<file path="config.mk">
export PLATFORM = sky130hd
export DESIGN_NAME = apx_mul_sched
export DESIGN_NICKNAME = d
export VERILOG_FILES = /design/src/rtl/apx_pkg.sv /design/src/rtl/rr_arbiter.sv /design/src/rtl/apx_mul_sched.sv
export SDC_FILE = /design/constraint.sdc
export NUM_CORES = 1
export LEC_CHECK = 0
export BUFFER_PORTS_ARGS = -buffer_cell sky130_fd_sc_hd__buf_2
export CORE_MARGIN = 10
export CORE_UTILIZATION = 56
export DETAILED_ROUTE_END_ITERATION = 7
export PLACE_DENSITY_LB_ADDON = 0.05
export SYNTH_ARGS = -nofsm -noshare
export SYNTH_HDL_FRONTEND = slang
export SYNTH_SLANG_ARGS = --single-unit
export TNS_END_PERCENT = 100
</file>
<file path="constraint.sdc">
create_clock -name clk -period 5.78 [get_ports clk]
set_input_delay 0.289 -clock clk [delete_from_list [all_inputs] [get_ports clk]]
set_output_delay 0.289 -clock clk [all_outputs]
set_load 0.03 [all_outputs]
</file>
<file path="src/rtl/apx_pkg.sv">
// Shared types and helpers for the approximate-multiplier scheduler.
// Latency: none (types, constants and pure functions only).
// Backpressure: not applicable.
package apx_pkg;

    // Ceiling log2, with a minimum of 0 for v <= 1.
    function automatic int clog2(input int v);
        int r;
        r = 0;
        while ((1 << r) < v) r++;
        return r;
    endfunction

    // Default cluster geometry; these values also size the stage records below.
    localparam int P_BWOP    = 10;
    localparam int P_NREQ    = 4;
    localparam int P_MAX_NAB = 4;
    localparam int P_PIPE    = 2;
    localparam int P_IDW     = clog2(P_NREQ);
    localparam int P_NABW    = clog2(P_MAX_NAB + 1);

    // Operand stage: masked operands waiting for the multiplier.
    typedef struct packed {
        logic              vld;
        logic [P_IDW-1:0]  id;
        logic [P_BWOP-1:0] a_m;
        logic [P_BWOP-1:0] b_m;
    } op_stage_t;

    // Result stage: truncated product travelling to the output register.
    typedef struct packed {
        logic              vld;
        logic [P_IDW-1:0]  id;
        logic [P_BWOP-1:0] prod;
    } res_stage_t;

    // Operand mask for a truncation level; levels above P_MAX_NAB clamp.
    function automatic logic [P_BWOP-1:0] nab_mask(input logic [P_NABW-1:0] nab);
        logic [P_BWOP-1:0] m;
        m = '1;
        if (int'(nab) > P_MAX_NAB) m = m << P_MAX_NAB;
        else                       m = m << nab;
        return m;
    endfunction

endpackage

</file>
<file path="src/rtl/rr_arbiter.sv">
// Round-robin arbiter: scans from pointer+1, wrapping, and grants the first request.
// Latency: grant is combinational from req; pointer updates on the accepting edge.
// Backpressure: en=0 forces gnt to zero and freezes the pointer.
module rr_arbiter #(
    parameter int NREQ = 4,
    parameter int IDW  = 2
) (
    input  logic            clk,
    input  logic            rst,
    input  logic [NREQ-1:0] req,
    input  logic            en,
    output logic [NREQ-1:0] gnt,
    output logic [IDW-1:0]  gnt_idx
);

    logic [IDW-1:0] ptr;
    logic [IDW-1:0] idx;
    logic           found;

    // First asserted request after the pointer wins; nothing is granted while disabled.
    always_comb begin
        gnt     = '0;
        gnt_idx = '0;
        found   = 1'b0;
        idx     = '0;
        for (int i = 1; i <= NREQ; i++) begin
            idx = IDW'((int'(ptr) + i) % NREQ);
            if (!found && req[idx]) begin
                found      = 1'b1;
                gnt[idx]   = 1'b1;
                gnt_idx    = idx;
            end
        end
        if (!en) gnt = '0;
    end

    // Pointer follows the winner only when a grant is actually taken.
    always_ff @(posedge clk) begin
        if (rst)               ptr <= IDW'(NREQ - 1);
        else if (en && found)  ptr <= gnt_idx;
    end

endmodule

</file>
<file path="src/rtl/apx_mul_sched.sv">
// Round-robin sharing of one truncated approximate multiplier among NREQ requesters.
// Latency: PIPE cycles from accept to out_valid; one result per cycle when out_ready=1.
// Backpressure: out_valid & ~out_ready freezes every stage and drops all req_ready.
module apx_mul_sched
    import apx_pkg::*;
#(
    parameter int BWOP    = P_BWOP,
    parameter int NREQ    = P_NREQ,
    parameter int MAX_NAB = P_MAX_NAB,
    parameter int PIPE    = P_PIPE,
    localparam int IDW    = clog2(NREQ),
    localparam int NABW   = clog2(MAX_NAB + 1)
) (
    input  logic                 clk,
    input  logic                 rst,
    input  logic [NREQ-1:0]      req_valid,
    output logic [NREQ-1:0]      req_ready,
    input  logic [NREQ*BWOP-1:0] req_a,
    input  logic [NREQ*BWOP-1:0] req_b,
    input  logic [NREQ*NABW-1:0] req_nab,
    output logic                 out_valid,
    input  logic                 out_ready,
    output logic [BWOP-1:0]      out_c,
    output logic [IDW-1:0]       out_id
);

    // With PIPE=1 the output register is the only stage; otherwise one operand
    // stage feeds PIPE-1 result stages, the last being the output register.
    localparam int RSTG = (PIPE > 1) ? PIPE - 1 : 1;

    logic [NREQ-1:0] gnt;
    logic [IDW-1:0]  sel;
    logic            stall;
    logic            accept;
    logic [BWOP-1:0] a_sel, b_sel, mask, a_m, b_m;
    logic [NABW-1:0] nab_sel;
    res_stage_t      res_q [RSTG];

    assign out_valid = res_q[RSTG-1].vld;
    assign out_c     = res_q[RSTG-1].prod;
    assign out_id    = res_q[RSTG-1].id;
    assign stall     = out_valid & ~out_ready;
    assign req_ready = gnt;
    assign accept    = |gnt;

    rr_arbiter #(
        .NREQ (NREQ),
        .IDW  (IDW)
    ) u_arb (
        .clk     (clk),
        .rst     (rst),
        .req     (req_valid),
        .en      (~stall),
        .gnt     (gnt),
        .gnt_idx (sel)
    );

    // Select the winner's operands and apply its clamped truncation mask.
    always_comb begin
        a_sel   = req_a[sel*BWOP +: BWOP];
        b_sel   = req_b[sel*BWOP +: BWOP];
        nab_sel = req_nab[sel*NABW +: NABW];
        mask    = nab_mask(nab_sel);
        a_m     = a_sel & mask;
        b_m     = b_sel & mask;
    end

    if (PIPE == 1) begin : g_pipe1
        // Single stage: multiply straight into the output register.
        always_ff @(posedge clk) begin
            if (rst)         res_q[0] <= '0;
            else if (!stall) res_q[0] <= '{vld: accept, id: sel, prod: a_m * b_m};
        end
    end else begin : g_pipen
        op_stage_t op_q;

        // Operand stage captures the masked operands of the accepted request; bubbles advance too.
        always_ff @(posedge clk) begin
            if (rst)         op_q <= '0;
            else if (!stall) op_q <= '{vld: accept, id: sel, a_m: a_m, b_m: b_m};
        end

        // Multiply into the first result stage, then shift toward the output register.
        always_ff @(posedge clk) begin
            if (rst) begin
                for (int k = 0; k < RSTG; k++) res_q[k] <= '0;
            end else if (!stall) begin
                res_q[0] <= '{vld: op_q.vld, id: op_q.id, prod: op_q.a_m * op_q.b_m};
                for (int k = 1; k < RSTG; k++) res_q[k] <= res_q[k-1];
            end
        end
    end

endmodule

</file>
Word level (Yosys, flattened, before mapping):

Memory sizes are Yosys's and may differ from the RTL's.
Index checks and enable logic that the tools add are counted.

* add/subtract/negate cells: 4
* multiply operators: 3
* $lt $le $gt $ge: 9
* shifts and indexed selects: 4
* multiplexer cells: 37
* bitwise operators: 8
* reductions and logical operators: 13

Operators by type and width (count)
* 40-bit by 7-bit variable part select with 10-bit output: 2
* 10-bit bitwise AND: 2
* 4-bit 2-to-1 mux: 5
* 1-bit 2-to-1 mux: 18
* 13-bit 2-to-1 mux: 1
* 13-bit OR reduction: 1
* 2-bit by 3-bit < comparator with 1-bit output, second input constant: 4
* 4-bit bitwise OR: 3
* 12-bit by 5-bit variable part select with 3-bit output: 1
* 10-bit by 10-bit multiplier with 10-bit output: 1
* 10-bit 2-to-1 mux: 1
* 10-bit by 3-bit left shift with 10-bit output, first input constant: 1
* 1-bit binary-select mux with 2-bit select: 4
* 1-bit demux with 2-bit select: 4
* 2-bit by 1-bit greater-or-equal comparator with 1-bit output, second input constant: 4
* 1-bit logical AND: 8
* 2-bit 2-to-1 mux: 4
* 2-bit by 3-bit multiplier with 5-bit output, second input constant: 1
* 2-bit by 1-bit adder with 2-bit output, second input constant: 2
* 2-bit adder, second input constant: 2
* 2-bit by 2-bit multiplier with 4-bit output, second input constant: 1
* 4-bit OR reduction: 1
* 3-bit > comparator, second input constant: 1
* 1-bit zero test: 3
* 2 further kinds: 3

* bits in registers: 25
* bits in writable memories: 13
* input port bits: 99
* output and inout port bits: 17
* logic and storage cells: 84
* memories kept: 1

Memories
* res_q: words 1, bits a word 13, read ports 1, clocked after Yosys merged registers in 0, wr ports 1, line apx_mul_sched.sv:37 `res_stage_t res_q [RSTG];`

Logic depth before layout (Yosys ltp):

Gate-level depths: netlist of run 1.

* depth after elaboration: 18
* mapped depth: 18
* gate-level depth less buffers: 17

Hierarchy:

From an unflattened synthesis of run 1, not the netlist that was laid out.

* cell total of the unflattened synthesis: 401
* area, all modules: 3817.4 µm²

By module, submodules not included
* apx_mul_sched: times used 1, cells each 331, area an instance 3268.1 µm², sequential area each 850.8 µm²
* rr_arbiter: times used 1, cells each 70, area an instance 549.3 µm², sequential area each 40.0 µm²

Worst setup path after synthesis of run 1:

No wires, ideal clock.

* kind: register -> register
* start point: register g_pipen.op_q[3] in the netlist's numbering
* end point: memory res_q[0][9] in the netlist's numbering, data pin
* arrival: 4.001 ns
* required time: 5.514 ns
* setup slack: 1.513 ns
* cell stages (with the launch flop): 18
* clock period less this slack: 4.267 ns
* path through: dfxtp_1 -> clkbuf_1 -> nand2_1 -> fa_1 -> inv_1 -> fa_1 -> inv_1 -> fa_1 -> inv_1 -> fa_1 -> inv_1 -> fa_1 -> xnor2_1 -> xnor2_1 -> xnor2_1 -> xnor2_1 -> xnor2_1 -> nor2_1

* cells in the longest elaborated chain, start to end: 2

Ends and longest elaborated chain
* start: declaration: line apx_mul_sched.sv:75 `op_stage_t op_q;`
* start signal: assignment: line apx_mul_sched.sv:80 `else if (!stall) op_q <= '{vld: accept, id: sel, a_m: a_m, b_m: b_m};`
* 10-bit by 10-bit multiplier with 10-bit output: line apx_mul_sched.sv:88 `res_q[0] <= '{vld: op_q.vld, id: op_q.id, prod: op_q.a_m * op_q.b_m};`
* 13-bit 2-to-1 mux (no line)
* end: declaration: line apx_mul_sched.sv:37

No other way between the ends.

Final worst setup path of run 1:

* start point: register g_pipen.op_q[2] in the netlist's numbering
* end point: memory res_q[0][9] in the netlist's numbering, data pin

Same word-level chain as after synthesis.

==> flow_metrics.py, run 1 <==
metrics = {
    "logic_synthesis": {
        "ys.flop_type": "dfxtp_1",
        "synth.most_common_cell": "nor2_1",
        "syn_nets": 781,
        "synthTopCellsByCount": "nor2_1, a21oi_1, nand2_1, nor3_1, inv_1",
        "synth_area_um2": 4810,
        "synthAdderAreaFrac_pct": 17.48,
        "ys_ff_latch": 38,
        "synthXorXnorAreaFrac_pct": 4.761,
        "avgSynthCellArea_um2": 7.659,
        "synth.area.top_cells": "dfxtp_1, fa_1, ha_1",
        "syn_inst": 628,
        "synth_cell_types": 58,
        "synth_mux_area_share_pct": 6.868,
        "synth.largest_area_cell": "dfxtp_1",
        "netlist.area_leader.share_pct": 10.41,
        "synth_warnings": 0,
        "synthSimpleGateAreaFrac_pct": 22.71,
        "synth_compound_area_share_pct": 21.20,
        "synth_top_family_by_area": "simple AND/OR/NAND/NOR gates",
        "seq_area_frac_synth_pct": 18.52,
        "synth-edff-count": 13,
        "ys_async_sr_fraction_pct": 0,
    },
    "grt": {
        "grt_pass1_wl_mm": 21.83,
        "grt_pass1_vias": 4532,
        "antenna_found_initial": 0,
        "overflow": 0,
        "grt_usage_pct": 20.03,
        "grt_max_degree": 105,
    },
    "sta": {
        "finClkSkew_ps": 7.208,
        "setup_tns_ps": 0,
        "slew-limit-headroom_pct": 39.44,
        "tightest_slew_ps": 908.4,
        "hold_viol": 0,
        "period_share_pct": 76.66,
        "max_freq_mhz": 225.7,
        "rsz0062_at_grt": "false",
        "slew_viol_final": 0,
        "setup_viol": 0,
        "min_period_ps": 4431,
    },
    "critical_path": {
        "cp_common_cell": "fa_1",
        "max_stage_delay_ps": 530,
        "critPathKind": "flop to flop",
        "cp.required_ps": 5800,
        "crit_path_end_kind": "flop",
        "crit_arrival_ps": 4450,
        "critPathMaxFanout": 9,
        "crit_chain": "nand2_1, fa_1, inv_1, fa_1, ha_1, fa_1, inv_1, fa_1, inv_1, ha_1, a21oi_1, o21bai_1, a21oi_1, xnor2_1, nor2_1",
        "cp_slowest_cell": "fa_1",
        "startpoint_type": "flop",
    },
    "status": {
        "status": "completed",
    },
    "die": {
        "chipHeight_um": 112.7,
        "initial_core_util_pct": 57.95,
        "rows": 33,
        "ios": 116,
        "core_area_um2": 8299,
        "die_w_um": 112.7,
        "die-area_um2": 12700,
    },
    "route": {
        "drt-met1-wl_mm": 5.720,
        "first_pass_iters": 5,
        "drt-initial-drc-count": 360,
        "drc": 0,
        "postRouteAntennaNets": 0,
        "drt-total-wl_mm": 13.22,
        "num_vias": 4716,
        "detail_route.wl_per_cell_um": 16.30,
        "dr_wl_met3_um": 897,
        "wl_met2_mm": 6.460,
        "highest_layer": "met4",
        "vias_per_cell": 5.815,
    },
    "placement": {
        "port_buffers": 115,
        "hpwl_mm": 10.28,
        "gp_congestion": 0.8875,
    },
    "power": {
        "power_w": 0.002705,
        "peakVddDrop_uv": 707.8,
        "p_leak_nw": 2.452,
        "powerDensity_nw_per_um2": 502.9,
    },
    "finish": {
        "drive_gt1_share_pct": 20.96,
        "antenna_cells": 0,
        "fillers": 768,
        "nets": 858,
        "syn_to_final_growth_pct": 11.84,
    },
    "min_path": {
        "hold_class": "input port to flop",
    },
    "clock_network": {
        "clock_latency_ps": 290,
        "cts_htree_levels": 2,
        "cts.sinks": 38,
        "post_cts_buffers": 0,
        "cts_tree": "done",
        "clockBufferDepth": 2,
        "cts_resized": 0,
        "holdBufCountCts": 0,
        "ctsRootBufferMaster": "clkbuf_8",
        "cts_buffers": 5,
        "clk_pin_slew_ps": 80,
    },
    "flow_run": {
        "maxCapViolCount": 0,
    },
}
-- final timing paths --
path / startpoint / endpoint / slack, ps / cells past startpoint
worst min register to register: g_pipen.op_q[19]$_SDFFE_PP0N_ / g_pipen.op_q[19]$_SDFFE_PP0N_ / 450 / 2
worst max-delay path: g_pipen.op_q[2]$_SDFFE_PP0N_ / res_q[0][9]$_SDFFCE_PN0P_ / 1350 / 15
worst min-delay path: rst / g_pipen.op_q[21]$_SDFFE_PP0N_ / 210 / 2
worst max register to register: g_pipen.op_q[2]$_SDFFE_PP0N_ / res_q[0][9]$_SDFFCE_PN0P_ / 1350 / 15
-- layout by cell type (no fill, tap or decap), types with 22 or more instances in the layout --
cell type / instances
nand2_1: 62
inv_1: 37
a21oi_1: 75
buf_2: 115
ha_1: 32
fa_1: 22
nor2_1: 76
dfxtp_1: 24
nor3_1: 57
-- metrics by stage --
step | utilization [%] | setup slack [ps] | instance area [um^2] | hold WS, ps | std cells
6_report | 64.81 | 1349 | 5379 | 206.3 | 811
5_1_grt | 64.81 | 999.9 | 5379 | 200.6 | 811
4_1_cts | 64.81 | 1341 | 5379 | 200.2 | 811
3_5_place_dp | 63.79 | 1350 | 5294 | 441.8 | 803
3_3_place_gp | 63.79 | 1471 | 5294 | 441.9 | 803
2_1_floorplan | - | 1513 | 4810 | 361.4 | 628
-- state kept, by name, indices dropped and copies added, names as in the netlist --
| name | flops |
|---|---|
| res_q | 13 |
| u_arb.ptr | 2 |
| g_pipen.op_q | 23 |
-- cell type report --
| class | instances | area, um^2 | share of cell area, % |
|---|---|---|---|
| multi-input cells | 501 | 3512 | 65.29 |
| flip-flops and latches | 38 | 894.6 | 16.63 |
| repair buffers | 119 | 605.6 | 11.26 |
| inverters | 40 | 150.1 | 2.791 |
| well taps | 105 | 131.4 | 2.442 |
| clock buffers | 5 | 68.82 | 1.279 |
| clock inverters | 3 | 16.27 | 0.3024 |
-- logic make-up (layout without fill, tap and decap cells) --
| logic type | count (synthesis) | count (layout) |
|---|---|---|
| flops | 38 | 38 |
| xor+xnor | 24 | 24 |
| compound gates | 160 | 160 |
| buf+inv | 89 | 167 |
| simple gates | 236 | 236 |
| mux | 27 | 27 |
| fa+ha+maj | 54 | 54 |
-- layer usage --
metal | vias to the layer above | track usage (%)
met5 | - | 0
met4 | 0 | 4.738
li1 | 2344 | -
met1 | 2193 | 26.25
met2 | 167 | 33.26
met3 | 12 | 3.621
-- critical path, delay by kind of cell (launching register included) --
kind | cells | cell delay, ps
adder cells (fa/ha/maj) | 6 | 2700
AO/OA/AOI/OAI | 3 | 510
flip-flops | 1 | 490
AND/OR/NAND/NOR | 2 | 190
buffers and inverters | 3 | 140
XOR/XNOR | 1 | 130
-- report_power, final --
part | switching [W] | total [W] | internal, W
Clock | 0.0000941 | 0.000177 | 0.0000825
Sequential | 0.000111 | 0.000483 | 0.000372
Combinational | 0.00131 | 0.00205 | 0.000741
Total | 0.00151 | 0.00271 | 0.00119
Power figures use the tool's default switching activity.
==> run 2, diff against run 1 <==
--- a/config.mk
+++ b/config.mk
@@ -7,7 +7,7 @@
 export LEC_CHECK = 0
 export BUFFER_PORTS_ARGS = -buffer_cell sky130_fd_sc_hd__buf_2
 export CORE_MARGIN = 10
-export CORE_UTILIZATION = 56
+export CORE_UTILIZATION = 50
 export DETAILED_ROUTE_END_ITERATION = 7
 export PLACE_DENSITY_LB_ADDON = 0.05
 export SYNTH_ARGS = -nofsm -noshare
==> constraint.sdc (replaced) <==
create_clock -name clk -period 3.7 [get_ports clk]
set_input_delay 0.185 -clock clk [delete_from_list [all_inputs] [get_ports clk]]
set_output_delay 0.185 -clock clk [all_outputs]
set_load 0.03 [all_outputs]
==> run 2 against run 1 <==
  * The flow now finishes with violations (negative setup slack)
  * Wire length is 9.6% higher
  * Clock power is 140% higher
  * Global-route usage hardly changed
  * Clock-buffer cell count stayed put
  * Worst setup slack worse by 1700 ps
  * Flip-flop and latch count stayed put
  * Sequential power is 53% higher
  * Core utilization is 1.6 points higher
  * Design area is 15% higher
  * Clock skew is 6.3 ps higher
==> flow_metrics.py, run 2 (synthesis gave the netlist of run 1 again) <==
metrics = {
    "status": {
        "status": "complete, but fails checks",
        "violations": "negative setup slack",
    },
    "grt": {
        "grt_max_degree": 110,
        "overflow": 0,
        "grt_pass1_vias": 5149,
        "antenna_found_initial": 0,
        "grt_pass1_wl_mm": 24.20,
        "grt_usage_pct": 19.99,
    },
    "route": {
        "drt-initial-drc-count": 294,
        "drt-total-wl_mm": 14.49,
        "first_pass_iters": 5,
        "detail_route.wl_per_cell_um": 16.20,
        "postRouteAntennaNets": 0,
        "vias_per_cell": 5.567,
        "num_vias": 4977,
        "drc": 0,
    },
    "sta": {
        "rsz0062_at_grt": "true",
        "finalWorstSetupSlack_ps": -304.8,
        "hold_viol": 0,
        "setup_viol": 4,
        "min_period_ps": 4005,
        "slew_viol_final": 0,
        "finClkSkew_ps": 13.48,
        "tightest_slew_ps": 929.4,
        "whs_ps": 98.03,
        "slew-limit-headroom_pct": 38.04,
        "period_share_pct": 108.2,
        "max_freq_mhz": 249.7,
    },
    "placement": {
        "hpwl_mm": 11.02,
        "port_buffers": 115,
        "gp_congestion": 0.8483,
        "post_dp_cell_area_um2": 5794,
    },
    "power": {
        "peakVddDrop_uv": 892.6,
        "p_leak_nw": 2.813,
        "powerDensity_nw_per_um2": 804.6,
    },
    "clock_network": {
        "ctsRootBufferMaster": "clkbuf_8",
        "cts_tree": "done",
        "clock_latency_ps": 300,
        "clockBufferDepth": 2,
        "cts_buffers": 5,
        "holdBufCountCts": 0,
        "clk_pin_slew_ps": 80,
        "cts_htree_levels": 2,
        "cts.sinks": 38,
    },
    "finish": {
        "final_cell_mix": "buf_2, nor2_1, a21oi_1",
        "largest_reg_flops": 23,
        "largest_register": "g_pipen.op_q",
        "antenna_cells": 0,
        "drive_gt1_share_pct": 33.73,
        "nets": 917,
        "final_common_cell": "buf_2",
        "syn_to_final_growth_pct": 28.25,
        "largestRegisters": "g_pipen.op_q x23, res_q x13, u_arb.ptr x2",
        "final_area_um2": 6168,
    },
    "die": {
        "chipHeight_um": 118.1,
        "initial_core_util_pct": 51.81,
        "die-area_um2": 13940,
        "core_area_um2": 9284,
        "die_w_um": 118.1,
        "ios": 116,
        "rows": 35,
    },
    "critical_path": {
        "crit_buf_inv": 4,
        "startpoint_type": "flop",
        "crit_arrival_ps": 4030,
        "max_stage_delay_ps": 530,
        "cp_slowest_cell": "fa_1",
        "crit_path_end_kind": "flop",
        "cp.required_ps": 3720,
        "critPathTopFamily": "adder cells",
        "critPathKind": "flop to flop",
        "critPathMaxFanout": 4,
        "crit_chain": "nand2_4, fa_1, inv_1, fa_1, inv_1, fa_1, inv_1, fa_1, inv_1, fa_2, xnor2_2, xnor2_1, xnor2_1, xnor2_1, xnor2_1, nor2_1",
    },
    "min_path": {
        "hold_class": "input port to flop",
    },
    "flow_run": {
        "maxCapViolCount": 0,
    },
}
[run 2: what timing repair did]
item | in CTS | in global routing
buffers inserted | 7 | 2
gates resized for setup | 40 | 7
endpoints found under the setup margin | 5 | 5
pin swaps | 24 | 18
[run 2: cell type report]
| cell class | instances | area [um^2] |
|---|---|---|
| Inverter | 40 | 150.1 |
| Timing Repair Buffer | 178 | 1100 |
| Clock buffer | 5 | 68.82 |
| Tap cell | 129 | 161.4 |
| Multi-Input combinational cell | 501 | 3704 |
| Fill cell | 823 | 3115 |
| Clock inverter | 3 | 63.81 |
| Sequential cell | 38 | 920.9 |
[run 2: final timing paths]
kind | end | cells past startpoint | start | slack (ps)
worst max-delay path | res_q[0][9]$_SDFFCE_PN0P_ | 16 | g_pipen.op_q[1]$_SDFFE_PP0N_ | -300
worst min-delay path | g_pipen.op_q[21]$_SDFFE_PP0N_ | 2 | rst | 100
worst max register to register | res_q[0][9]$_SDFFCE_PN0P_ | 16 | g_pipen.op_q[1]$_SDFFE_PP0N_ | -300
worst min register to register | g_pipen.op_q[19]$_SDFFE_PP0N_ | 2 | g_pipen.op_q[19]$_SDFFE_PP0N_ | 450
[run 2: through the flow]
stage	util, %	power [W]	worst slack, ps	instances	setup TNS [ps]
final	66.44	0.004963	-304.8	894	-1033
after CTS	65.89	0.004905	-306.4	892	-917.2
after floorplan	-	0.003437	-266.9	628	-409.3
after global routing	66.44	0.005393	-496.9	894	-1712
after detailed placement	62.41	0.004403	-479.6	877	-1601
after global placement	62.41	0.004338	-416.5	877	-1274
[run 2: routing by layer]
layer  global-route usage, %  up-vias  routed length (um)
met5                       0        -                   0
met4                   4.250        0                 246
met2                   35.22      160                7155
met1                   25.14     2332                6308
met3                   2.686       21                 775
li1                        -     2464                   -
[run 2: power breakdown]
| group | switching, W | internal [W] | leakage [nW] | total, W |
|---|---|---|---|---|
| Sequential | 0.000146 | 0.000593 | 0.369 | 0.000739 |
| Combinational | 0.00223 | 0.00158 | 2.38 | 0.00380 |
| Clock | 0.000154 | 0.000267 | 0.0658 | 0.000421 |
| Total | 0.00253 | 0.00244 | 2.81 | 0.00496 |
